===== src/rtl/adda_resamp_core.sv =====
`default_nettype none
// +----------------------------------------------------------------------------+
// | Module   : adda_resamp_core                                                |
// | Purpose  : block-average decimator, attenuator, FIFO and hold/linear       |
// |            interpolator between the ADC and DAC drivers.                   |
// | Revision : 1.0  initial release                                            |
// +----------------------------------------------------------------------------+
module adda_resamp_core #(
    parameter int DATA_WIDTH = 14,
    parameter int RATE_LOG2  = 2,
    parameter int CHANNELS   = 2,
    parameter int FIFO_DEPTH = 16
) (
    input  logic                               clk,
    input  logic                               rst,
    input  logic                               ena,
    input  logic                               in_valid,
    input  logic [CHANNELS*DATA_WIDTH-1:0]     in_data,
    input  logic [1:0]                         gain_shift,
    input  logic                               mode,
    input  logic                               dac_tick,
    input  logic                               clr_status,
    output logic [CHANNELS*DATA_WIDTH-1:0]     out_data,
    output logic                               out_valid,
    output logic                               overflow,
    output logic                               underrun,
    output logic [$clog2(FIFO_DEPTH+1)-1:0]    fill_level
);

    localparam int c_w     = CHANNELS * DATA_WIDTH;
    localparam int c_aw    = DATA_WIDTH + RATE_LOG2;
    localparam int c_pw    = DATA_WIDTH + RATE_LOG2 + 2;
    localparam int c_ptr_w = $clog2(FIFO_DEPTH);
    localparam int c_cnt_w = $clog2(FIFO_DEPTH + 1);
    localparam int c_prime = FIFO_DEPTH / 2;

    localparam logic [2:0] c_st_idle  = 3'd0;
    localparam logic [2:0] c_st_prime = 3'd1;
    localparam logic [2:0] c_st_pop1  = 3'd2;
    localparam logic [2:0] c_st_pop2  = 3'd3;
    localparam logic [2:0] c_st_run   = 3'd4;

    // ---------------- decimator ----------------
    logic [RATE_LOG2-1:0] r_phase;
    logic                 w_last_phase;
    logic [3:0]           w_shamt;
    logic [c_w-1:0]       w_dec_data;
    logic [c_w-1:0]       r_dec_data;
    logic                 r_dec_valid;

    assign w_last_phase = (r_phase == {RATE_LOG2{1'b1}});
    assign w_shamt      = 4'(RATE_LOG2) + {2'b00, gain_shift};

    generate
        for (genvar g = 0; g < CHANNELS; g++) begin : g_dec
            logic signed [DATA_WIDTH-1:0] w_smp;
            logic signed [c_aw-1:0]       w_sum;
            logic signed [c_aw-1:0]       r_acc;

            assign w_smp = $signed(in_data[g*DATA_WIDTH +: DATA_WIDTH]);
            assign w_sum = r_acc + $signed({{RATE_LOG2{w_smp[DATA_WIDTH-1]}}, w_smp});
            // shift is at least RATE_LOG2, so the average always fits the sample width
            assign w_dec_data[g*DATA_WIDTH +: DATA_WIDTH] = DATA_WIDTH'(w_sum >>> w_shamt);

            always_ff @(posedge clk or posedge rst) begin
                if (rst) begin
                    r_acc <= '0;
                end else if (!ena) begin
                    r_acc <= '0;
                end else if (in_valid) begin
                    r_acc <= w_last_phase ? '0 : w_sum;
                end
            end
        end
    endgenerate

    always_ff @(posedge clk or posedge rst) begin
        if (rst) begin
            r_phase     <= '0;
            r_dec_valid <= 1'b0;
            r_dec_data  <= '0;
        end else if (!ena) begin
            r_phase     <= '0;
            r_dec_valid <= 1'b0;
        end else begin
            r_dec_valid <= in_valid && w_last_phase;
            if (in_valid) begin
                r_phase <= r_phase + 1'b1;
                if (w_last_phase) begin
                    r_dec_data <= w_dec_data;
                end
            end
        end
    end

    // ---------------- FIFO ----------------
    logic [c_w-1:0]     r_mem [FIFO_DEPTH];
    logic [c_ptr_w-1:0] r_wr_ptr;
    logic [c_ptr_w-1:0] r_rd_ptr;
    logic [c_cnt_w-1:0] r_count;
    logic [c_w-1:0]     w_head;
    logic               w_pop_req;
    logic               w_empty;
    logic               w_full;
    logic               w_do_pop;
    logic               w_do_push;
    logic               w_ovf_evt;
    logic               w_unf_evt;

    assign w_empty   = (r_count == '0);
    assign w_full    = (r_count == c_cnt_w'(FIFO_DEPTH));
    assign w_head    = r_mem[r_rd_ptr];
    assign w_do_pop  = w_pop_req && !w_empty;
    // a pop in the same cycle frees the slot, so a full FIFO still accepts the push
    assign w_do_push = ena && r_dec_valid && (!w_full || w_do_pop);
    assign w_ovf_evt = ena && r_dec_valid && w_full && !w_do_pop;

    always_ff @(posedge clk) begin
        if (w_do_push) begin
            r_mem[r_wr_ptr] <= r_dec_data;
        end
    end

    always_ff @(posedge clk or posedge rst) begin
        if (rst) begin
            r_wr_ptr <= '0;
            r_rd_ptr <= '0;
            r_count  <= '0;
        end else if (!ena) begin
            r_wr_ptr <= '0;
            r_rd_ptr <= '0;
            r_count  <= '0;
        end else begin
            if (w_do_push) r_wr_ptr <= r_wr_ptr + 1'b1;
            if (w_do_pop)  r_rd_ptr <= r_rd_ptr + 1'b1;
            case ({w_do_push, w_do_pop})
                2'b10:   r_count <= r_count + 1'b1;
                2'b01:   r_count <= r_count - 1'b1;
                default: r_count <= r_count;
            endcase
        end
    end

    assign fill_level = r_count;

    // ---------------- interpolator ----------------
    logic [2:0]           r_state;
    logic [c_w-1:0]       r_prev;
    logic [c_w-1:0]       r_cur;
    logic [RATE_LOG2-1:0] r_k;
    logic                 w_k_last;
    logic [c_w-1:0]       w_out;

    assign w_k_last  = (r_k == {RATE_LOG2{1'b1}});
    assign w_pop_req = ena && ((r_state == c_st_pop1) || (r_state == c_st_pop2) ||
                               ((r_state == c_st_run) && dac_tick && w_k_last));
    assign w_unf_evt = ena && (r_state == c_st_run) && dac_tick && w_k_last && w_empty;

    generate
        for (genvar g = 0; g < CHANNELS; g++) begin : g_interp
            logic signed [DATA_WIDTH-1:0] w_p;
            logic signed [DATA_WIDTH-1:0] w_c;
            logic signed [DATA_WIDTH:0]   w_diff;
            logic signed [c_pw-1:0]       w_prod;
            logic signed [c_pw-1:0]       w_step;
            logic signed [c_pw-1:0]       w_pext;

            assign w_p    = $signed(r_prev[g*DATA_WIDTH +: DATA_WIDTH]);
            assign w_c    = $signed(r_cur[g*DATA_WIDTH +: DATA_WIDTH]);
            assign w_diff = {w_c[DATA_WIDTH-1], w_c} - {w_p[DATA_WIDTH-1], w_p};
            assign w_prod = $signed({{(c_pw-DATA_WIDTH-1){w_diff[DATA_WIDTH]}}, w_diff}) *
                            $signed({{(c_pw-RATE_LOG2){1'b0}}, r_k});
            assign w_step = w_prod >>> RATE_LOG2;
            assign w_pext = $signed({{(c_pw-DATA_WIDTH){w_p[DATA_WIDTH-1]}}, w_p});
            assign w_out[g*DATA_WIDTH +: DATA_WIDTH] =
                mode ? DATA_WIDTH'(w_pext + w_step) : r_prev[g*DATA_WIDTH +: DATA_WIDTH];
        end
    endgenerate

    always_ff @(posedge clk or posedge rst) begin
        if (rst) begin
            r_state   <= c_st_idle;
            r_prev    <= '0;
            r_cur     <= '0;
            r_k       <= '0;
            out_data  <= '0;
            out_valid <= 1'b0;
        end else begin
            out_valid <= 1'b0;
            if (!ena) begin
                r_state  <= c_st_idle;
                r_prev   <= '0;
                r_cur    <= '0;
                r_k      <= '0;
                out_data <= '0;
            end else begin
                case (r_state)
                    c_st_idle: r_state <= c_st_prime;
                    c_st_prime: begin
                        if (r_count >= c_cnt_w'(c_prime)) r_state <= c_st_pop1;
                    end
                    c_st_pop1: begin
                        r_prev  <= w_head;
                        r_state <= c_st_pop2;
                    end
                    c_st_pop2: begin
                        r_cur   <= w_head;
                        r_k     <= '0;
                        r_state <= c_st_run;
                    end
                    c_st_run: begin
                        if (dac_tick) begin
                            out_valid <= 1'b1;
                            out_data  <= w_out;
                            r_k       <= r_k + 1'b1;
                            if (w_k_last) begin
                                r_prev <= r_cur;
                                // on underrun cur is kept so the output flattens
                                if (!w_empty) r_cur <= w_head;
                            end
                        end
                    end
                    default: r_state <= c_st_idle;
                endcase
            end
        end
    end

    // ---------------- sticky status ----------------
    always_ff @(posedge clk or posedge rst) begin
        if (rst) begin
            overflow <= 1'b0;
            underrun <= 1'b0;
        end else begin
            if (w_ovf_evt)       overflow <= 1'b1;
            else if (clr_status) overflow <= 1'b0;
            if (w_unf_evt)       underrun <= 1'b1;
            else if (clr_status) underrun <= 1'b0;
        end
    end

endmodule
`default_nettype wire


===== config.mk =====
export PLATFORM = sky130hd
export DESIGN_NAME = adda_resamp_core
export DESIGN_NICKNAME = d
export VERILOG_FILES = /design/src/rtl/adda_resamp_core.sv
export SDC_FILE = /design/constraint.sdc
export NUM_CORES = 1
export LEC_CHECK = 0
export ABC_AREA = 1
export CORE_UTILIZATION = 25
export DETAILED_ROUTE_END_ITERATION = 10
export GPL_ROUTABILITY_DRIVEN = 1
export GPL_TIMING_DRIVEN = 0
export PLACE_DENSITY_LB_ADDON = 0.15
export SETUP_SLACK_MARGIN = 0.02
export SLEW_MARGIN = 20
export SYNTH_ARGS = -nofsm -noshare
export SYNTH_HDL_FRONTEND = slang
export SYNTH_SLANG_ARGS = --single-unit

===== constraint.sdc =====
create_clock -name clk -period 5.7 [get_ports clk]
set_input_delay 1.14 -clock clk [delete_from_list [all_inputs] [get_ports clk]]
set_output_delay 1.14 -clock clk [all_outputs]
set_load 0.005 [all_outputs]

After elaboration in Yosys (flattened, before gate mapping)
Memories as Yosys holds them, arrays and structs flattened.
Index checks and enable logic that the tools add are counted.
- flip-flop bits (word level): 168
- RAM bits: 448
- input bits: 37
- output and inout port bits: 36
- word-level logic and storage cells: 129
- memories: 1
- memory list (memory ; words ; bits a word ; rd ports ; clocked after Yosys merged registers in ; write ports ; line ; source):
    r_mem ; 16 ; 28 ; 1 ; 0 ; 1 ; 97 ; logic [c_w-1:0] r_mem [FIFO_DEPTH];
- add/sub/neg operators: 13
- multipliers: 2
- magnitude comparators: 1
- equal/unequal tests: 22
- shifts and indexed selects: 2
- mux-type cells: 43
- reduce and logical (&&, ||, !) cells: 29
- operators by type and width (kind ; count):
    $mux W28 ; 10
    $pmux W28 S2 ; 2
    $mux W16 ; 6
    $add A16 B14 Y16 ; 2
    $mul A15 B3 Y16 ; 2
    $sshr A16 B3 Y14 ; 2
    $sub A14 B14 Y15 ; 2
    $add A14 B14 Y14 ; 2
    $mux W14 ; 2
    $mux W4 ; 4
    $pmux W3 S5 ; 1
    $logic_and A1 B1 Y1 ; 13
    $ne A3 B3 Y1 const B ; 4
    $ne A2 B1 Y1 const B ; 5
    $pmux W5 S2 ; 1
    $mux W1 ; 9
    $ne A3 B1 Y1 const B ; 3
    $add A4 B1 Y4 const B ; 2
    $mux W2 ; 4
    $eq A2 B2 Y1 const B ; 3
    $eq A3 B2 Y1 const B ; 2
    $mux W3 ; 2
    $reduce_and A2 Y1 ; 3
    $reduce_and A3 Y1 ; 2
    other kinds (18) ; 24

Logic depth before layout (Yosys ltp)
- depth after elaboration: 11
- gate-level depth with buffers: 34
- depth with buffers taken out: 34

Least setup slack after synthesis
OpenSTA, ideal clock, no wires.
- path type: reg-to-reg
- start point: register r_prev[14]
- end point: register out_data[27]
- library setup time: 118 ps
- arrival: 4210 ps
- required time: 5582 ps
- setup slack: 1372 ps
- cell stages (with the launch flop): 30
- buffers on the path: 0
- clock period less this slack: 4328 ps
- cell sequence: dfrtp_1 > ha_1 > fa_1 > xor2_1 > nor2_1 > ha_1 > ha_1 > fa_1 > nand3_1 > nand2_1 > nand2_1 > o211ai_1 > nand2_1 > nand2_1 > a21o_1 > a21oi_1 > nor2_1 > nor2_1 > xor2_1 > ha_1 > a21oi_1 > o21ai_0 > a21oi_1 > nand2_1 > inv_1 > nand3_1 > nand3_1 > nand2_1 > nand3_1 > nand2_1
- longest elaborated chain between the ends: 7
- RTL lines (item ; line ; source):
    from (decl) ; 148 ; logic [c_w-1:0] r_prev;
    from (signal assigned) ; 203 ; r_prev <= w_head;
    from (signal assigned) ; 217 ; r_prev <= r_cur;
    $sub A14 B14 Y15 ; 170 ; assign w_diff = {w_c[DATA_WIDTH-1], w_c} - {w_p[DATA_WIDTH-1], w_p};
    $mul A15 B3 Y16 ; 171 ; assign w_prod = $signed({{(c_pw-DATA_WIDTH-1){w_diff[DATA_WIDTH]}}, w_diff}) *
    $add A14 B14 Y14 (*) ; 176 ; mode ? DATA_WIDTH'(w_pext + w_step) : r_prev[g*DATA_WIDTH +: DATA_WIDTH];
    $mux W14 (*) ; 176 ;
    $mux W28 (*) ; 212 ; if (dac_tick) begin
    $mux W28 (*) ; 197 ; case (r_state)
    $mux W28 (*) ; 190 ; if (!ena) begin
    to (signal assigned) ; 214 ; out_data <= w_out;
    to (decl) ; 23 ; output logic [CHANNELS*DATA_WIDTH-1:0] out_data,
Mark *: on every way between the ends. The rest lies on a longest branch, timed or not. The select of a mux whose other input is x is not followed.
A chain may end at the register's enable or synchronous reset.

Final worst setup path
Same ends and word-level chain as after synthesis.

==> impl_metrics.json <==
{
  "status": "finished, final reports clean",
  "routabilityCongestion": 0.801,
  "skew_ns": 0.0252,
  "hold_buffers": 0,
  "internal_power_mw": 9.60,
  "final-hold-violation-count": 0,
  "synth_area_mm2": 0.0303,
  "design.core.area_mm2": 0.120,
  "p_leak_nw": 14.4,
  "critical_path_class": "flop to flop",
  "start_kind": "flop",
  "yosys_warnings": 0,
  "syn_nets": 3164,
  "grt_pass1_wl_um": 147000,
  "ir_drop_mv": 0.239,
  "cts_tree": "done",
  "worstPathRequired_ns": 6.23,
  "post-route-min-period_ns": 5.19,
  "whs_path_depth": 2,
  "layout.nets": 3335,
  "slowest_delay_ns": 0.47,
  "powerDensity_mw_per_mm2": 415,
  "hold_ws_ns": 0.474,
  "drtIter0Drc": 1466,
  "layout_common_cells": "nand2_1, edfxtp_1, o21ai_0",
  "synth_edf_count": 448,
  "grt_max_degree": 32,
  "portBuffers": 69,
  "route.detailed.drc": 0,
  "dp_hpwl_um": 73100,
  "setup_viol": 0,
  "maxSlewViolCount": 0,
  "dr.max_layer_used": "met5",
  "relSlewSlack_pct": 23.6,
  "final_common_cell": "nand2_1",
  "cp_max_fo": 4,
  "p_switching_mw": 5.45,
  "clkSinkCount": 616,
  "clk_pin_slew_ns": 0.05,
  "worst_pin_slew_ns": 1.15,
  "syn_avg_cell_area_um2": 10.2,
  "worst-r2r-cell-count": 32,
  "synthArstFlopShare_pct": 27.3,
  "final_util_pct": 30.2,
  "grt.total_usage_pct": 16.3,
  "cp_common_cell": "nand2_1",
  "placement_rows": 127,
  "cts_buffers": 76,
  "wl_met3_um": 4430,
  "critPathSlowestCell": "dfrtp_2",
  "fp.dieArea_mm2": 0.123,
  "antenna_found_initial": 5,
  "min_period_over_period_pct": 91.0,
  "combPwrFrac_pct": 27.9,
  "seqPwrFrac_pct": 38.8,
  "ctsResizeCount": 0,
  "ys.flop_type": "edfxtp_1",
  "cts_setup_buffers": 0,
  "fin_area_mm2": 0.0362,
  "min_path_type": "flop to flop",
  "arrival_ns": 5.71,
  "htreeDepth": 3,
  "totalWireLength_um": 99300,
  "clockRootBuffer": "clkbuf_16",
  "gr-total-overflow": 0,
  "die_h_um": 350,
  "grt_pass1_vias": 22800,
  "syn_to_final_growth_pct": 19.6,
  "synthCells": 2972,
  "wl_met1_um": 43000,
  "wl_met2_um": 49500,
  "drv_cap": 0,
  "ys_ff_latch": 616,
  "antenna_left": 0,
  "cts_buffer_depth": 3,
  "yosysUniqueCellTypes": 53,
  "dr.pass1.iters": 6,
  "vias": 22100,
  "p_sw_share_pct": 36.2,
  "max_freq_mhz": 193,
  "clk_latency_ns": 0.66,
  "die_x_um": 350,
  "io_pins": 73,
  "placed_area_mm2": 0.0336,
  "yosysSeqAreaShare_pct": 58.3,
  "routed_via_density": 4.59,
  "wl_per_cell_um": 20.6,
  "start_util_pct": 25.2,
  "worstSetupEndpointType": "flop",
  "pwr-share-clk_pct": 33.3,
  "rsz0062_at_grt": "false",
  "drive_above_1_share_pct": 6.28
}
-- cells in the mapped netlist (7+ instances only) --
cell,instances,share of area (%)
inv_1,213,2.6
fa_1,9,0.59
or2_2,14,0.29
buf_2,19,0.31
a22oi_1,26,0.64
o21ai_1,8,0.13
o31ai_1,7,0.17
nor2_1,246,3.0
nor3_1,15,0.25
buf_1,9,0.11
a21oi_1,205,3.4
o221ai_1,29,0.84
ha_1,146,6.0
xnor2_1,28,0.81
xor2_1,48,1.4
a22o_1,11,0.32
a32o_1,10,0.33
o22ai_1,40,0.83
clkbuf_1,110,1.4
o21ai_0,268,4.4
nand4_1,32,0.66
edfxtp_1,448,44
dfrtp_1,168,14
nand3_1,187,3.1
nand2_1,554,6.9
o211ai_1,10,0.25
a21o_1,8,0.20
o21bai_1,9,0.22
a221oi_1,36,1.0
a31oi_1,14,0.29
-- final timing paths --
path	from	to	slack [ns]
max	r_prev[14]$_DFFE_PP0P_	out_data[27]$_DFFE_PP0P_	0.51
min	out_data[23]$_DFFE_PP0P_	out_data[23]$_DFFE_PP0P_	0.47
max reg2reg	r_prev[14]$_DFFE_PP0P_	out_data[27]$_DFFE_PP0P_	0.51
min reg2reg	out_data[23]$_DFFE_PP0P_	out_data[23]$_DFFE_PP0P_	0.47
max in group asynchronous	rst	g_dec[1].r_acc[14]$_DFFE_PP0P_	3.72
min in group asynchronous	rst	out_data[2]$_DFFE_PP0P_	0.94
-- flip-flops by register name (all words and copies together) (netlist names) --
name and count:
out_valid 1, fill_level 5, g_dec.r_acc 32, r_state 3
r_rd_ptr 4, r_prev 28, r_mem 448, r_cur 28
r_wr_ptr 4, r_phase 2, out_data 28, underrun 1
r_k 2, r_dec_valid 1, overflow 1, r_dec_data 28
-- power groups by stage --
stage	Clock, mW	Sequential, mW	Combinational (mW)
floorplan	0	5.66	2.80
global placement	0	5.92	4.21
detailed placement	0	5.92	4.22
CTS	5.13	5.83	4.24
global route	5.28	5.89	4.73
finish	5.01	5.84	4.20
-- layout make-up --
cell class | count | area (um^2)
fillers | 12500 | 83700
flip-flops and latches | 616 | 17700
multi-input cells | 1997 | 11400
well taps | 1612 | 2020
clock buffers | 95 | 2000
repair buffers | 93 | 1210
inverters | 221 | 833
clock inverters | 43 | 561
plain buffers | 138 | 543
diodes | 1 | 2.50
-- cells by family (layout without fill, tap and decap cells) --
kind of cell / Yosys count / in the layout / synth area share [%]
AOI/OAI and AO/OA: 705 / 705 / 13.8
xor gates and xnor gates: 76 / 76 / 2.20
other: 0 / 1 / 0
muxes: 2 / 2 / 0.0661
DFF: 616 / 616 / 58.3
buffers and inverters: 359 / 590 / 4.53
adders and majority gates: 155 / 155 / 6.63
and+or+nand+nor: 1059 / 1059 / 14.5
-- stage by stage --
stage	setup slack [ns]	total power, mW	setup TNS [ns]	instances
CTS	0.233	15.2	0	4815
global placement	-0.704	10.1	-210.82	4653
detailed placement	0.287	10.1	0	4677
finish	0.513	15.0	0	4816
global route	0.0374	15.9	0	4815
floorplan	1.37	8.46	0	2972
-- worst max-delay path: cells and delay by family, from the launching register on --
kind            cells  cell delay (ns)
flops               1             0.47
xor+xnor            2             0.35
buf+inv             2             0.15
fa+ha+maj           5             1.65
simple gates       16             1.51
compound gates      7             0.94
-- metal layers --
metal	vias up	GRT usage, %
met5	-	0
met4	4	4.39
met3	147	2.66
met2	447	29.1
met1	10600	20.1
li1	10900	-
No activity file was read; power rests on OpenSTA's default activity.
